[config.mk]
export PLATFORM = sky130hd
export DESIGN_NAME = wb_qspi_arb
export DESIGN_NICKNAME = d
export VERILOG_FILES = /design/src/rtl/wb_qspi_pkg.sv /design/src/rtl/wb_qspi_ibuf.sv /design/src/rtl/wb_qspi_arb.sv
export SDC_FILE = /design/constraint.sdc
export NUM_CORES = 1
export LEC_CHECK = 0
export CORE_MARGIN = 4
export CORE_UTILIZATION = 38
export CTS_CLUSTER_DIAMETER = 50
export DETAILED_ROUTE_END_ITERATION = 10
export HOLD_SLACK_MARGIN = 0.05
export PLACE_DENSITY = 0.86
export SLEW_MARGIN = 20
export SYNTH_ARGS = -nofsm -noshare
export SYNTH_HDL_FRONTEND = slang
export SYNTH_SLANG_ARGS = --single-unit
[constraint.sdc]
create_clock -name clk_i -period 3 [get_ports clk_i]
set_clock_uncertainty 0.2 [all_clocks]
set_input_delay 0.9 -clock clk_i [delete_from_list [all_inputs] [get_ports clk_i]]
set_output_delay 0.9 -clock clk_i [all_outputs]
set_load 0.005 [all_outputs]
[src/rtl/wb_qspi_pkg.sv]
// Shared types and defaults for the QSPI upstream arbiter (wb_qspi_arb).
package wb_qspi_pkg;

    localparam int unsigned RAM_SEL_BIT_DEF = 24;
    localparam int unsigned MEM_ADR_W_DEF   = 22;
    localparam int unsigned DAT_W           = 32;
    localparam int unsigned BE_W            = 4;

    typedef enum logic [1:0] {IDLE, BUSY, DONE} state_t;
    typedef enum logic {IBUS, DBUS} owner_t;

    // Request latch payload; the word address is kept beside it because its width is a parameter.
    typedef struct packed {
        logic            sel;
        logic            we;
        logic [BE_W-1:0] be;
        logic [DAT_W-1:0] dat;
    } req_t;

endpackage

[src/rtl/wb_qspi_ibuf.sv]
// One-entry instruction word buffer: tag/valid/data with lookup, fill and invalidate.
module wb_qspi_ibuf
    import wb_qspi_pkg::*;
#(
    parameter int unsigned TAG_W = MEM_ADR_W_DEF
) (
    input  logic             clk_i,
    input  logic             rst_i,
    input  logic [TAG_W-1:0] lookup_tag,
    output logic             hit_c,
    output logic [DAT_W-1:0] hit_dat,
    input  logic             fill,
    input  logic [TAG_W-1:0] fill_tag,
    input  logic [DAT_W-1:0] fill_dat,
    input  logic             inval,
    input  logic [TAG_W-1:0] inval_tag
);

    logic             valid_q;
    logic [TAG_W-1:0] tag_q;
    logic [DAT_W-1:0] data_q;

    // Fill and invalidate never coincide: they come from different bus owners.
    always_ff @(posedge clk_i) begin
        if (rst_i) begin
            valid_q <= 1'b0;
            tag_q   <= '0;
            data_q  <= '0;
        end else if (fill) begin
            valid_q <= 1'b1;
            tag_q   <= fill_tag;
            data_q  <= fill_dat;
        end else if (inval && (tag_q == inval_tag)) begin
            valid_q <= 1'b0;
        end
    end

    assign hit_c   = valid_q && (tag_q == lookup_tag);
    assign hit_dat = data_q;

endmodule

[src/rtl/wb_qspi_arb.sv]
// Arbitrates CPU ibus/dbus onto the QSPI controller, one held transaction at a time.
// Optional one-word fetch buffer enabled by defining WB_QSPI_ARB_IBUF_EN.
module wb_qspi_arb
    import wb_qspi_pkg::*;
#(
    parameter int unsigned RAM_SEL_BIT = RAM_SEL_BIT_DEF,
    parameter int unsigned MEM_ADR_W   = MEM_ADR_W_DEF
) (
    input  logic                 clk_i,
    input  logic                 rst_i,
    input  logic                 ibus_stb_i,
    input  logic [31:0]          ibus_adr_i,
    output logic                 ibus_ack_o,
    output logic [31:0]          ibus_dat_o,
    input  logic                 dbus_stb_i,
    input  logic                 dbus_we_i,
    input  logic [3:0]           dbus_be_i,
    input  logic [31:0]          dbus_adr_i,
    input  logic [31:0]          dbus_dat_i,
    output logic                 dbus_ack_o,
    output logic [31:0]          dbus_dat_o,
    output logic                 mem_sel_o,
    output logic                 mem_stb_o,
    output logic                 mem_we_o,
    output logic [3:0]           mem_be_o,
    output logic [MEM_ADR_W-1:0] mem_adr_o,
    output logic [31:0]          mem_dat_o,
    input  logic                 mem_ack_i,
    input  logic [31:0]          mem_dat_i
);

    state_t               state_q, state_n;
    owner_t               owner_q, owner_n;
    owner_t               last_q, last_n;
    req_t                 req_q, req_n, ireq, dreq;
    logic [MEM_ADR_W-1:0] adr_q, adr_n, iadr, dadr;
    logic [DAT_W-1:0]     rdata_q, rdata_n;
    logic                 stb_q, stb_n;
    logic                 iack_q, iack_n;
    logic                 dack_q, dack_n;
    logic                 grant_i, grant_d;
    logic                 hit;
    logic [DAT_W-1:0]     hit_dat;
    logic                 unused_adr;

    assign iadr = ibus_adr_i[MEM_ADR_W+1:2];
    assign dadr = dbus_adr_i[MEM_ADR_W+1:2];
    assign unused_adr = ^{ibus_adr_i, dbus_adr_i};

    // Candidate latch contents for each bus; fetches are always full-word reads.
    always_comb begin
        ireq     = '0;
        ireq.sel = ibus_adr_i[RAM_SEL_BIT];
        ireq.we  = 1'b0;
        ireq.be  = 4'hF;
        dreq     = '0;
        dreq.sel = dbus_adr_i[RAM_SEL_BIT];
        dreq.we  = dbus_we_i;
        dreq.be  = dbus_be_i;
        dreq.dat = dbus_dat_i;
    end

    // Round-robin: on contention the bus not granted last wins.
    assign grant_i = ibus_stb_i && (!dbus_stb_i || (last_q == DBUS));
    assign grant_d = dbus_stb_i && (!ibus_stb_i || (last_q == IBUS));

`ifdef WB_QSPI_ARB_IBUF_EN
    logic fill, inval;

    // Tag carries no region bit, so a RAM write to the same word offset also invalidates.
    assign fill  = (state_q == BUSY) && mem_ack_i && (owner_q == IBUS);
    assign inval = (state_q == BUSY) && mem_ack_i && (owner_q == DBUS) && req_q.we && req_q.sel;

    wb_qspi_ibuf #(
        .TAG_W (MEM_ADR_W)
    ) u_ibuf (
        .clk_i      (clk_i),
        .rst_i      (rst_i),
        .lookup_tag (iadr),
        .hit_c      (hit),
        .hit_dat    (hit_dat),
        .fill       (fill),
        .fill_tag   (adr_q),
        .fill_dat   (mem_dat_i),
        .inval      (inval),
        .inval_tag  (adr_q)
    );
`else
    assign hit     = 1'b0;
    assign hit_dat = '0;
`endif

    // Next-state and next-register values.
    always_comb begin
        state_n = state_q;
        owner_n = owner_q;
        last_n  = last_q;
        req_n   = req_q;
        adr_n   = adr_q;
        rdata_n = rdata_q;
        stb_n   = 1'b0;
        iack_n  = 1'b0;
        dack_n  = 1'b0;
        unique case (state_q)
            IDLE: begin
                if (grant_i) begin
                    owner_n = IBUS;
                    last_n  = IBUS;
                    req_n   = ireq;
                    adr_n   = iadr;
                    if (hit) begin
                        state_n = DONE;
                        rdata_n = hit_dat;
                        iack_n  = 1'b1;
                    end else begin
                        state_n = BUSY;
                        stb_n   = 1'b1;
                    end
                end else if (grant_d) begin
                    owner_n = DBUS;
                    last_n  = DBUS;
                    req_n   = dreq;
                    adr_n   = dadr;
                    if (dreq.we && !dreq.sel) begin
                        state_n = DONE;
                        rdata_n = '0;
                        dack_n  = 1'b1;
                    end else begin
                        state_n = BUSY;
                        stb_n   = 1'b1;
                    end
                end
            end
            BUSY: begin
                stb_n = 1'b1;
                if (mem_ack_i) begin
                    state_n = DONE;
                    stb_n   = 1'b0;
                    rdata_n = mem_dat_i;
                    iack_n  = (owner_q == IBUS);
                    dack_n  = (owner_q == DBUS);
                end
            end
            DONE: begin
                state_n = IDLE;
            end
            default: begin
                state_n = IDLE;
            end
        endcase
    end

    always_ff @(posedge clk_i) begin
        if (rst_i) begin
            state_q <= IDLE;
            owner_q <= IBUS;
            last_q  <= IBUS;
            req_q   <= '0;
            adr_q   <= '0;
            rdata_q <= '0;
            stb_q   <= 1'b0;
            iack_q  <= 1'b0;
            dack_q  <= 1'b0;
        end else begin
            state_q <= state_n;
            owner_q <= owner_n;
            last_q  <= last_n;
            req_q   <= req_n;
            adr_q   <= adr_n;
            rdata_q <= rdata_n;
            stb_q   <= stb_n;
            iack_q  <= iack_n;
            dack_q  <= dack_n;
        end
    end

    assign mem_stb_o  = stb_q;
    assign mem_sel_o  = req_q.sel;
    assign mem_we_o   = req_q.we;
    assign mem_be_o   = req_q.be;
    assign mem_dat_o  = req_q.dat;
    assign mem_adr_o  = adr_q;
    assign ibus_ack_o = iack_q;
    assign dbus_ack_o = dack_q;
    assign ibus_dat_o = rdata_q;
    assign dbus_dat_o = rdata_q;

endmodule

==> metrics.txt, run 1 <==
status=finished, final reports clean; Max clock buf depth=2; category of the worst setup path launch point=primary input; area taken by multi-input logic gates=1380 µm²; period utilization=just over 80%; post-CTS setup-driven buffer insertion count=0; via count normalized by instance count=around 5.2; Num CTS Buffers=9; critical path data required time=3.10 ns; TritonCTS clock tree=yes; largest fanout on the critical path=32; overall track demand over capacity in global routing=around 21%; Synth Instances=354; final count of hold timing violations=0; leakage power=2.31 nW; Total Routed Length=12400 µm; path type of the worst min-delay path=flop to flop; number of violations reported at the end of detailed-routing iteration 0=177; fraction of power consumed by combinational cells=24.6%; placeable core region=9730 µm²; final setup violation count=0; arrival time at the worst endpoint=around 2.6 ns; Detail Route Antenna Nets=0; Sequential Area=1960 µm²; mean instance size in the synthesized netlist=10.7 µm²; Net Count, Synth=492; switching share of power=between 20% and 30%; power per cell area=494 nW/µm²; fin nets=697; quantity of I/O buffers inserted on ports=246; aggregate global routing overflow=0; vias in the first global route=around 3500; final count of pins violating max slew=0; total of flip-flops plus latches after synthesis=98; sequential area share after synthesis=52.0%; Initial DRT Pass Iterations=4; Clock power frac=approximately 28%; RSZ-0062 raised after global routing=no; count of warnings emitted by yosys=0; die area=about 12000 µm²; transition time of the tightest slew-check pin=0.665 ns; Antenna Diode Count=0; Num Clock Sinks=98; number of antenna violations at the first check in global routing=0; clock tree root buffer cell=sky130_fd_sc_hd__clkbuf_8; post-synth cell types=32; element type at the critical path end=flop; Die Span X=108 µm; final estimated routing congestion in global placement=between 0.7 and 0.8; Cell Area, Synth=around 3800 µm²; row cnt=36; post_cts resized=0; signed area change from the synthesized netlist to the final layout=67.1%; timing-limited maximum frequency=406 MHz; routed length per instance=17.8 µm; global-route wire length before repair=18900 µm; H-tree level count=3; layout cells sized above 1=approximately 7.6%; Layout fillers=801; DRC violation count after routing=0; power after layout=slightly above 3 mW; initial core utilization=38.8%; Relative slew margins=55.5%; share of the core filled with cells=64.8%; peak supply drop=0.000227 V; clock transition at the register clock pins on the worst setup and hold paths after CTS=0.09 ns; total internal power=2.28 mW; Die Span Y=about 110 µm; max-cap violations=0; total of hold buffers inserted after clock tree synthesis=0; post-layout min period=roughly 2.5 ns; vias=roughly 3600; category of the most critical setup path=primary input to flop; io pins=265; power dissipated by switching net loads=0.839 mW; clock latency at the later pin of the worst-skew pair=0.36 ns; Final TNS setup=0 ns; largest net degree at the start of global routing=34; DP Wirelength=~9600 µm; share of total power in sequential cells=a little under half
==> power groups by stage <==
stage / clock, mW / combinational (mW) / sequential (mW)
global placement: 0 / 0.749 / 1.51
CTS: 0.890 / 0.776 / 1.48
floorplan: 0 / 0.303 / 1.52
global route: 0.941 / 0.825 / 1.50
detailed placement: 0 / 0.770 / 1.51
finish: 0.867 / 0.767 / 1.48
==> path summary, 6_finish.rpt <==
path            startpoint        endpoint  slack [ns]  cells past startpoint
max             ibus_stb_i  dbus_dat_o[11]        0.54                      5
min          mem_dat_o[29]   mem_dat_o[29]        0.29                      1
max reg2reg     state_q[1]  dbus_dat_o[11]        0.94                      4
min reg2reg  mem_dat_o[29]   mem_dat_o[29]        0.29                      1
==> cells by family (layout without fill, tap and decap cells) <==
| group | Yosys count | after routing | synth area share (%) |
|---|---|---|---|
| AND/OR/NAND/NOR | 40 | 40 | 5.96 |
| flip-flops | 98 | 98 | 52.0 |
| buffers and inverters | 68 | 278 | 11.7 |
| AO/OA/AOI/OAI | 148 | 148 | 30.4 |
==> final cells by class <==
class,instances,share of cell area (%)
multi-input combinational,188,21.9
inverter,2,0.119
timing repair buffer,260,41.1
tap,133,2.64
sequential,98,31.1
clock inverter,7,1.19
clock buffer,9,1.96
==> stage by stage <==
stage | area [µm²] | cells | hold WS, ns | setup WS, ns
finish | 6310 | 697 | 0.289 | 0.539
detailed placement | 6110 | 681 | 0.265 | 0.180
global placement | 6110 | 681 | 0.260 | 0.253
floorplan | 3780 | 354 | 0.274 | 0.868
CTS | 6310 | 697 | 0.293 | 0.547
global route | 6310 | 697 | 0.307 | 0.467
==> sequential cells by signal, indices dropped and copies added (netlist names) <==
register and flops:
dbus_dat_o 32, mem_dat_o 32, mem_adr_o 22, mem_be_o 4, state_q 2, dbus_ack_o 1
ibus_ack_o 1, last_q 1, mem_sel_o 1, mem_stb_o 1, mem_we_o 1
==> cell usage after synthesis, drive strengths merged <==
| library cell | count | area [µm²] |
|---|---|---|
| a211oi | 2 | 15.0 |
| a21boi | 1 | 11.3 |
| a21oi | 25 | 136 |
| a22o | 65 | 569 |
| a311oi | 24 | 228 |
| a31o | 2 | 17.5 |
| and3 | 1 | 6.26 |
| and3b | 1 | 8.76 |
| buf | 58 | 404 |
| clkbuf | 8 | 30.0 |
| dfxtp | 98 | 1960 |
| inv | 2 | 7.50 |
| nand2 | 2 | 7.51 |
| nand2b | 1 | 6.26 |
| nand3 | 24 | 120 |
| nand3b | 1 | 7.51 |
| nor2 | 3 | 18.8 |
| nor2b | 2 | 12.5 |
| nor3 | 1 | 10.0 |
| nor4 | 1 | 6.26 |
| nor4b | 1 | 8.76 |
| o21ai | 25 | 125 |
| o221a | 4 | 45.0 |
| or2 | 2 | 12.5 |
==> worst max-delay path: stages <==
cell                              delay [ns]
sky130_fd_sc_hd__clkdlybuf4s50_1        0.65
sky130_fd_sc_hd__a21boi_2               0.15
sky130_fd_sc_hd__a311oi_4               0.25
sky130_fd_sc_hd__buf_4                  0.36
sky130_fd_sc_hd__a22o_1                 0.22
==> layout by cell type (no fill, tap or decap), types with 2 or more instances in the layout <==
cell type                         instances
sky130_fd_sc_hd__clkinvlp_4               3
sky130_fd_sc_hd__a211oi_1                 2
sky130_fd_sc_hd__nor2b_1                  2
sky130_fd_sc_hd__nand3_1                 24
sky130_fd_sc_hd__dfxtp_1                 98
sky130_fd_sc_hd__or2_1                    2
sky130_fd_sc_hd__o21ai_1                  9
sky130_fd_sc_hd__a31o_2                   2
sky130_fd_sc_hd__clkbuf_8                 9
sky130_fd_sc_hd__a21oi_1                 24
sky130_fd_sc_hd__o21ai_0                 16
sky130_fd_sc_hd__a22o_1                  65
sky130_fd_sc_hd__a311oi_1                23
sky130_fd_sc_hd__clkdlybuf4s50_1        246
sky130_fd_sc_hd__nand2_1                  2
sky130_fd_sc_hd__buf_4                   12
sky130_fd_sc_hd__o221a_2                  4
sky130_fd_sc_hd__inv_6                    2
sky130_fd_sc_hd__buf_12                   2
==> per-layer routing <==
| layer | global-route usage, % | wire length [µm] | vias to the layer above |
|---|---|---|---|
| met2 | 37.5 | 6500 | 187 |
| met5 | 0 | 0 | - |
| met3 | 6.00 | 1270 | 19 |
| met4 | 7.48 | 250 | 0 |
| met1 | 22.4 | 4420 | 1688 |
| li1 | - | - | 1731 |
No activity file was read; power rests on OpenSTA's default activity.
==> run 2: changes to the inputs <==
- CORE_UTILIZATION: 38 -> 35
- PLACE_DENSITY: 0.86 -> 0.8
- clock period: 3 -> 2.4 ns (I/O delays scaled with it)
==> metrics.txt, run 2 (synthesis results as in run 1) <==
status=finished, final reports clean; most common cell after layout, fill and taps aside=sky130_fd_sc_hd__clkdlybuf4s50_1; category of the worst setup path launch point=flop; area after detailed placement=6240 µm² (+2.1%); fin nets=707 (+1.4%); Die Span X=112 µm (+3.9%); arrival time at the worst endpoint=1.29 ns (-1.27 ns); Num Clock Sinks=98 (unchanged); category of the most critical setup path=flop to output port; leakage power=2.40 nW (+3.8%); share of total power in sequential cells=46.4% (-1.2 points); RSZ-0062 raised after global routing=no; H-tree level count=3 (unchanged); critical register-to-register path startpoint=state_q[1]; post-layout min period=2.21 ns; Total Routed Length=12700 µm (+2.5%); largest net degree at the start of global routing=34 (unchanged); TritonCTS clock tree=yes; vias in the first global route=3695 (+4.5%); signed area change from the synthesized netlist to the final layout=70.9%; final-layout worst hold slack=0.288 ns (-0.000639 ns); Num CTS Buffers=9 (unchanged); Detail Route Antenna Nets=0 (unchanged); highest metal layer with signal wires=met4; largest fanout on the critical path=3 (-91%); fraction of power consumed by combinational cells=24.7% (about the same); io pins=265 (unchanged); total of hold buffers inserted after clock tree synthesis=0 (unchanged); transition time of the tightest slew-check pin=0.386 ns (-0.279 ns); Relative slew margins=73.9% (+18 points); number of violations reported at the end of detailed-routing iteration 0=161 (-9.0%); family with the most delay on the worst path=buffers and inverters; number of cells on the worst reg-to-reg path=4 (unchanged); cell count along the critical path=1 (-4); total buffers and inverters traversed by the critical path=1 (-1); total internal power=2.98 mW (+31%); critical path data required time=1.48 ns (-1.62 ns); period utilization=92.1%; final count of hold timing violations=0 (unchanged); final setup violation count=0 (unchanged); path type of the worst min-delay path=flop to flop; number of antenna violations at the first check in global routing=0 (unchanged); final critical-path setup slack=0.190 ns (-0.350 ns); final estimated routing congestion in global placement=0.819 (+5.2%); Antenna Diode Count=0 (unchanged); reg2reg setup slack=0.65 ns (-0.29 ns); die area=12500 µm² (+7.9%); placeable core region=10400 µm² (+7.1%); DP Wirelength=10000 µm (+4.7%); overall track demand over capacity in global routing=19.5% (-1.0 points); element type at the critical path end=output port; Crit-path slowest cell=sky130_fd_sc_hd__clkdlybuf4s50_1; power dissipated by switching net loads=1.03 mW (+23%); DRC violation count after routing=0 (unchanged); via count normalized by instance count=5.19 (-0.29%); sum of met3 wire segment lengths after detailed routing=1150 µm (-8.9%); clock latency at the later pin of the worst-skew pair=0.34 ns (-0.02 ns); row cnt=37 (+2.8%); aggregate global routing overflow=0 (unchanged); Max clock buf depth=2 (unchanged); termination of the worst setup path=dbus_dat_o[31]; Cell Chain, Critical Path=clkdlybuf4s50_1; global-route wire length before repair=19800 µm (+4.8%); max-cap violations=0 (unchanged); vias=3682 (+1.6%); initial core utilization=36.3% (-2.6 points); clock transition at the register clock pins on the worst setup and hold paths after CTS=0.09 ns (about the same); share of the core filled with cells=62.0% (-2.9 points); maximum cell stage delay along the critical path=0.55 ns (-0.10 ns); post_cts resized=0 (unchanged); switching share of power=25.7% (-1.2 points); timing-limited maximum frequency=452 MHz; endpoint of the most critical register-to-register path=dbus_dat_o[28]; layout cells sized above 1=9.23% (+1.6 points); post-CTS setup-driven buffer insertion count=0 (unchanged); quantity of I/O buffers inserted on ports=246 (unchanged); routed length on met2=6510 µm (+0.20%); peak supply drop=0.000358 V (+58%); final count of pins violating max slew=0 (unchanged); post-placement setup slack=-0.126 ns (-0.306 ns); final non-filler cell area=6450 µm² (+2.3%); Final TNS setup=0 ns (unchanged); wire length on met1=4670 µm (+5.5%); Die Span Y=112 µm (+3.9%); CP startpoint=dbus_dat_o[31]; top library cells by usage in the layout, fill and taps aside=sky130_fd_sc_hd__clkdlybuf4s50_1 (246), sky130_fd_sc_hd__dfxtp_1 (98), sky130_fd_sc_hd__a22o_1 (65); clock tree root buffer cell=sky130_fd_sc_hd__clkbuf_8; routed length per instance=17.9 µm (+0.58%); power per cell area=622 nW/µm² (+26%); Clock power frac=28.9% (+1.1 points); Initial DRT Pass Iterations=4 (unchanged)
-- run 2: cell types whose count changed in the layout (fill, tap and decap cells not counted) --
cell,previous run,this run
sky130_fd_sc_hd__bufinv_16,1,2
sky130_fd_sc_hd__buf_4,12,18
sky130_fd_sc_hd__buf_12,2,6
sky130_fd_sc_hd__clkinv_2,1,3
sky130_fd_sc_hd__inv_6,2,1
sky130_fd_sc_hd__clkinvlp_4,3,0
sky130_fd_sc_hd__clkinv_4,0,1
-- run 2: worst min path at each step --
stage / slack, ns / endpoint / from / depth (start not counted)
after CTS: 0.29 / mem_we_o / mem_we_o / 1
after detailed placement: 0.26 / mem_we_o / mem_we_o / 1
final: 0.29 / mem_we_o / mem_we_o / 1
after global placement: 0.26 / mem_we_o / mem_we_o / 1
after global routing: 0.31 / mem_dat_o[21] / mem_dat_o[21] / 1
after floorplan: 0.27 / mem_dat_o[10] / mem_dat_o[10] / 1
-- run 2: power by group through the flow --
stage	Clock, mW	Combinational [mW]	Sequential (mW)
2_1_floorplan	0	0.379	1.89
3_3_place_gp	0	0.978	1.89
3_5_place_dp	0	0.997	1.90
4_1_cts	1.19	1.00	1.86
5_1_grt	1.25	1.07	1.88
6_report	1.16	0.992	1.86
-- run 2: metrics by stage --
| step | power [mW] | instances |
|---|---|---|
| detailed placement | 2.89 | 694 |
| CTS | 4.06 | 710 |
| global route | 4.19 | 710 |
| finish | 4.01 | 710 |
| global placement | 2.87 | 694 |
| floorplan | 2.27 | 354 |
-- run 2: final cells by class --
class                           instances  area (µm²)
Timing Repair Buffer                  270        2720
Sequential cell                        98        1960
Inverter                                2        7.51
Tap cell                              136         170
Fill cell                             877        3960
Multi-Input combinational cell        188        1380
Clock buffer                            9         124
Clock inverter                          7        92.6
-- run 2: layer usage --
metal / vias to the layer above / track usage (%)
met3: 32 / 6.14
met5: - / 0
met1: 1726 / 20.2
met4: 0 / 9.08
li1: 1741 / -
met2: 183 / 35.7
==> run 3: changes to the inputs <==
- CORE_MARGIN: 4 -> 2
==> metrics.txt, run 3 (synthesis results as in run 1) <==
RSZ-0062 raised after global routing=no; Detail Route Antenna Nets=0 (unchanged); period utilization=91.2% (-0.89 points); DP Wirelength=9050 µm (-9.8%); endpoint of the most critical register-to-register path=mem_be_o[3]; power after layout=4.04 mW (+0.73%); number of antenna violations at the first check in global routing=1 (+1); Initial DRT Pass Iterations=4 (unchanged); post-placement setup slack=-0.0701 ns (+0.0555 ns); category of the most critical setup path=flop to output port; WHS Endpoint=mem_dat_o[18]; TritonCTS clock tree=yes; top library cells by usage in the layout, fill and taps aside=sky130_fd_sc_hd__clkdlybuf4s50_1 (246), sky130_fd_sc_hd__dfxtp_1 (98), sky130_fd_sc_hd__a22o_1 (65); clock transition at the register clock pins on the worst setup and hold paths after CTS=0.10 ns (about the same); die area=11600 µm² (-7.0%); global-route wire length before repair=17800 µm (-10%); Antenna Diode Count=0 (unchanged); Total Routed Length=12000 µm (-5.9%); largest net degree at the start of global routing=34 (unchanged); final critical-path setup slack=0.211 ns (+0.0212 ns); family with the most delay on the worst path=buffers and inverters; Max clock buf depth=2 (unchanged); most common cell after layout, fill and taps aside=sky130_fd_sc_hd__clkdlybuf4s50_1; via count normalized by instance count=5.12 (-1.4%); maximum cell stage delay along the critical path=0.53 ns (-0.02 ns); total buffers and inverters traversed by the critical path=1 (unchanged); Crit-path slowest cell=sky130_fd_sc_hd__clkdlybuf4s50_1; final estimated routing congestion in global placement=0.787 (-3.8%); element type at the critical path end=output port; Num Clock Sinks=98 (unchanged); overall track demand over capacity in global routing=19.5% (about the same); signed area change from the synthesized netlist to the final layout=71.6%; post-CTS setup-driven buffer insertion count=0 (unchanged); final count of pins violating max slew=0 (unchanged); number of violations reported at the end of detailed-routing iteration 0=160 (-0.62%); timing-limited maximum frequency=457 MHz (+0.97%); final setup violation count=0 (unchanged); number of cells on the worst reg-to-reg path=4 (unchanged); clock latency at the later pin of the worst-skew pair=0.36 ns (+0.02 ns); layout cells sized above 1=9.08% (-0.16 points); final non-filler cell area=6480 µm² (+0.37%); power per cell area=624 nW/µm² (+0.36%); placeable core region=10400 µm² (unchanged); path type of the worst min-delay path=flop to flop; DRC violation count after routing=0 (unchanged); Die Span X=108 µm (-3.6%); max-cap violations=0 (unchanged); post-layout min period=2.19 ns (-0.0212 ns); Layout fillers=855 (-2.5%); largest fanout on the critical path=3 (unchanged); initial core utilization=36.3% (unchanged); vias=3627 (-1.5%); io pins=265 (unchanged); leakage power=2.40 nW (about the same); critical path data required time=1.48 ns (about the same); row cnt=37 (unchanged); Cell Chain, Critical Path=clkdlybuf4s50_1; peak supply drop=0.000324 V (-9.5%); quantity of I/O buffers inserted on ports=246 (unchanged); status=finished, final reports clean; critical register-to-register path startpoint=state_q[1]; aggregate global routing overflow=0 (unchanged); final count of hold timing violations=0 (unchanged); routed length per instance=16.9 µm (-5.8%); Num CTS Buffers=9 (unchanged); area after detailed placement=6260 µm² (+0.28%); H-tree level count=3 (unchanged); transition time of the tightest slew-check pin=0.384 ns (-0.00159 ns); Die Span Y=108 µm (-3.6%); fin nets=706 (-0.14%); vias in the first global route=3508 (-5.1%); Relative slew margins=74.3% (+0.41 points); category of the worst setup path launch point=flop; startpoint of the tightest hold check path=mem_dat_o[18]; count of cells along the worst hold path=1 (unchanged); clock tree root buffer cell=sky130_fd_sc_hd__clkbuf_8; arrival time at the worst endpoint=1.27 ns (-0.02 ns); post_cts resized=0 (unchanged); share of the core filled with cells=62.2% (+0.23 points); total of hold buffers inserted after clock tree synthesis=0 (unchanged); reg2reg setup slack=0.56 ns (-0.09 ns)
## run 3: how the worst max path moves through the flow
| stage | cells past startpoint | slack, ns | start | to |
|---|---|---|---|---|
| finish | 1 | 0.21 | dbus_dat_o[20] | ibus_dat_o[20] |
| global route | 1 | 0.16 | dbus_dat_o[20] | ibus_dat_o[20] |
| CTS | 1 | 0.18 | dbus_dat_o[20] | ibus_dat_o[20] |
| detailed placement | 5 | -0.07 | dbus_stb_i | dbus_dat_o[10] |
| global placement | 5 | -0.03 | dbus_stb_i | dbus_dat_o[12] |
| floorplan | 6 | 0.45 | ibus_stb_i | mem_dat_o[10] |
## run 3: per-stage QoR
stage | cells | TNS (ns) | hold WS, ns
4_1_cts | 709 | 0 | 0.288
3_5_place_dp | 693 | -2.14 | 0.264
3_3_place_gp | 693 | -0.731 | 0.261
5_1_grt | 709 | 0 | 0.296
2_1_floorplan | 354 | 0 | 0.274
6_report | 709 | 0 | 0.286
## run 3: cell type report
type | instances | area, µm² | share of cell area, %
Timing Repair Buffer | 269 | 2740 | 42.2
Sequential cell | 98 | 1960 | 30.3
Multi-Input combinational cell | 188 | 1380 | 21.3
Tap cell | 136 | 170 | 2.63
Clock buffer | 9 | 124 | 1.91
Clock inverter | 7 | 98.8 | 1.53
Inverter | 2 | 7.51 | 0.116
## run 3: power breakdown
part           switching, mW  internal (mW)  leakage, nW
clock                  0.589          0.597        0.111
combinational          0.365          0.629         1.48
sequential            0.0921           1.77        0.804
## run 3: per-layer routing
layer | routed length [µm] | part of all wire [%] | track usage, % | vias to the layer above
li1 | - | - | - | 1739
met1 | 4630 | 39 | 21.2 | 1703
met2 | 6060 | 51 | 34.7 | 159
met3 | 1000 | 8.4 | 6.23 | 24
met4 | 280 | 2.3 | 8.42 | 2
met5 | 12 | 0.10 | 0 | -
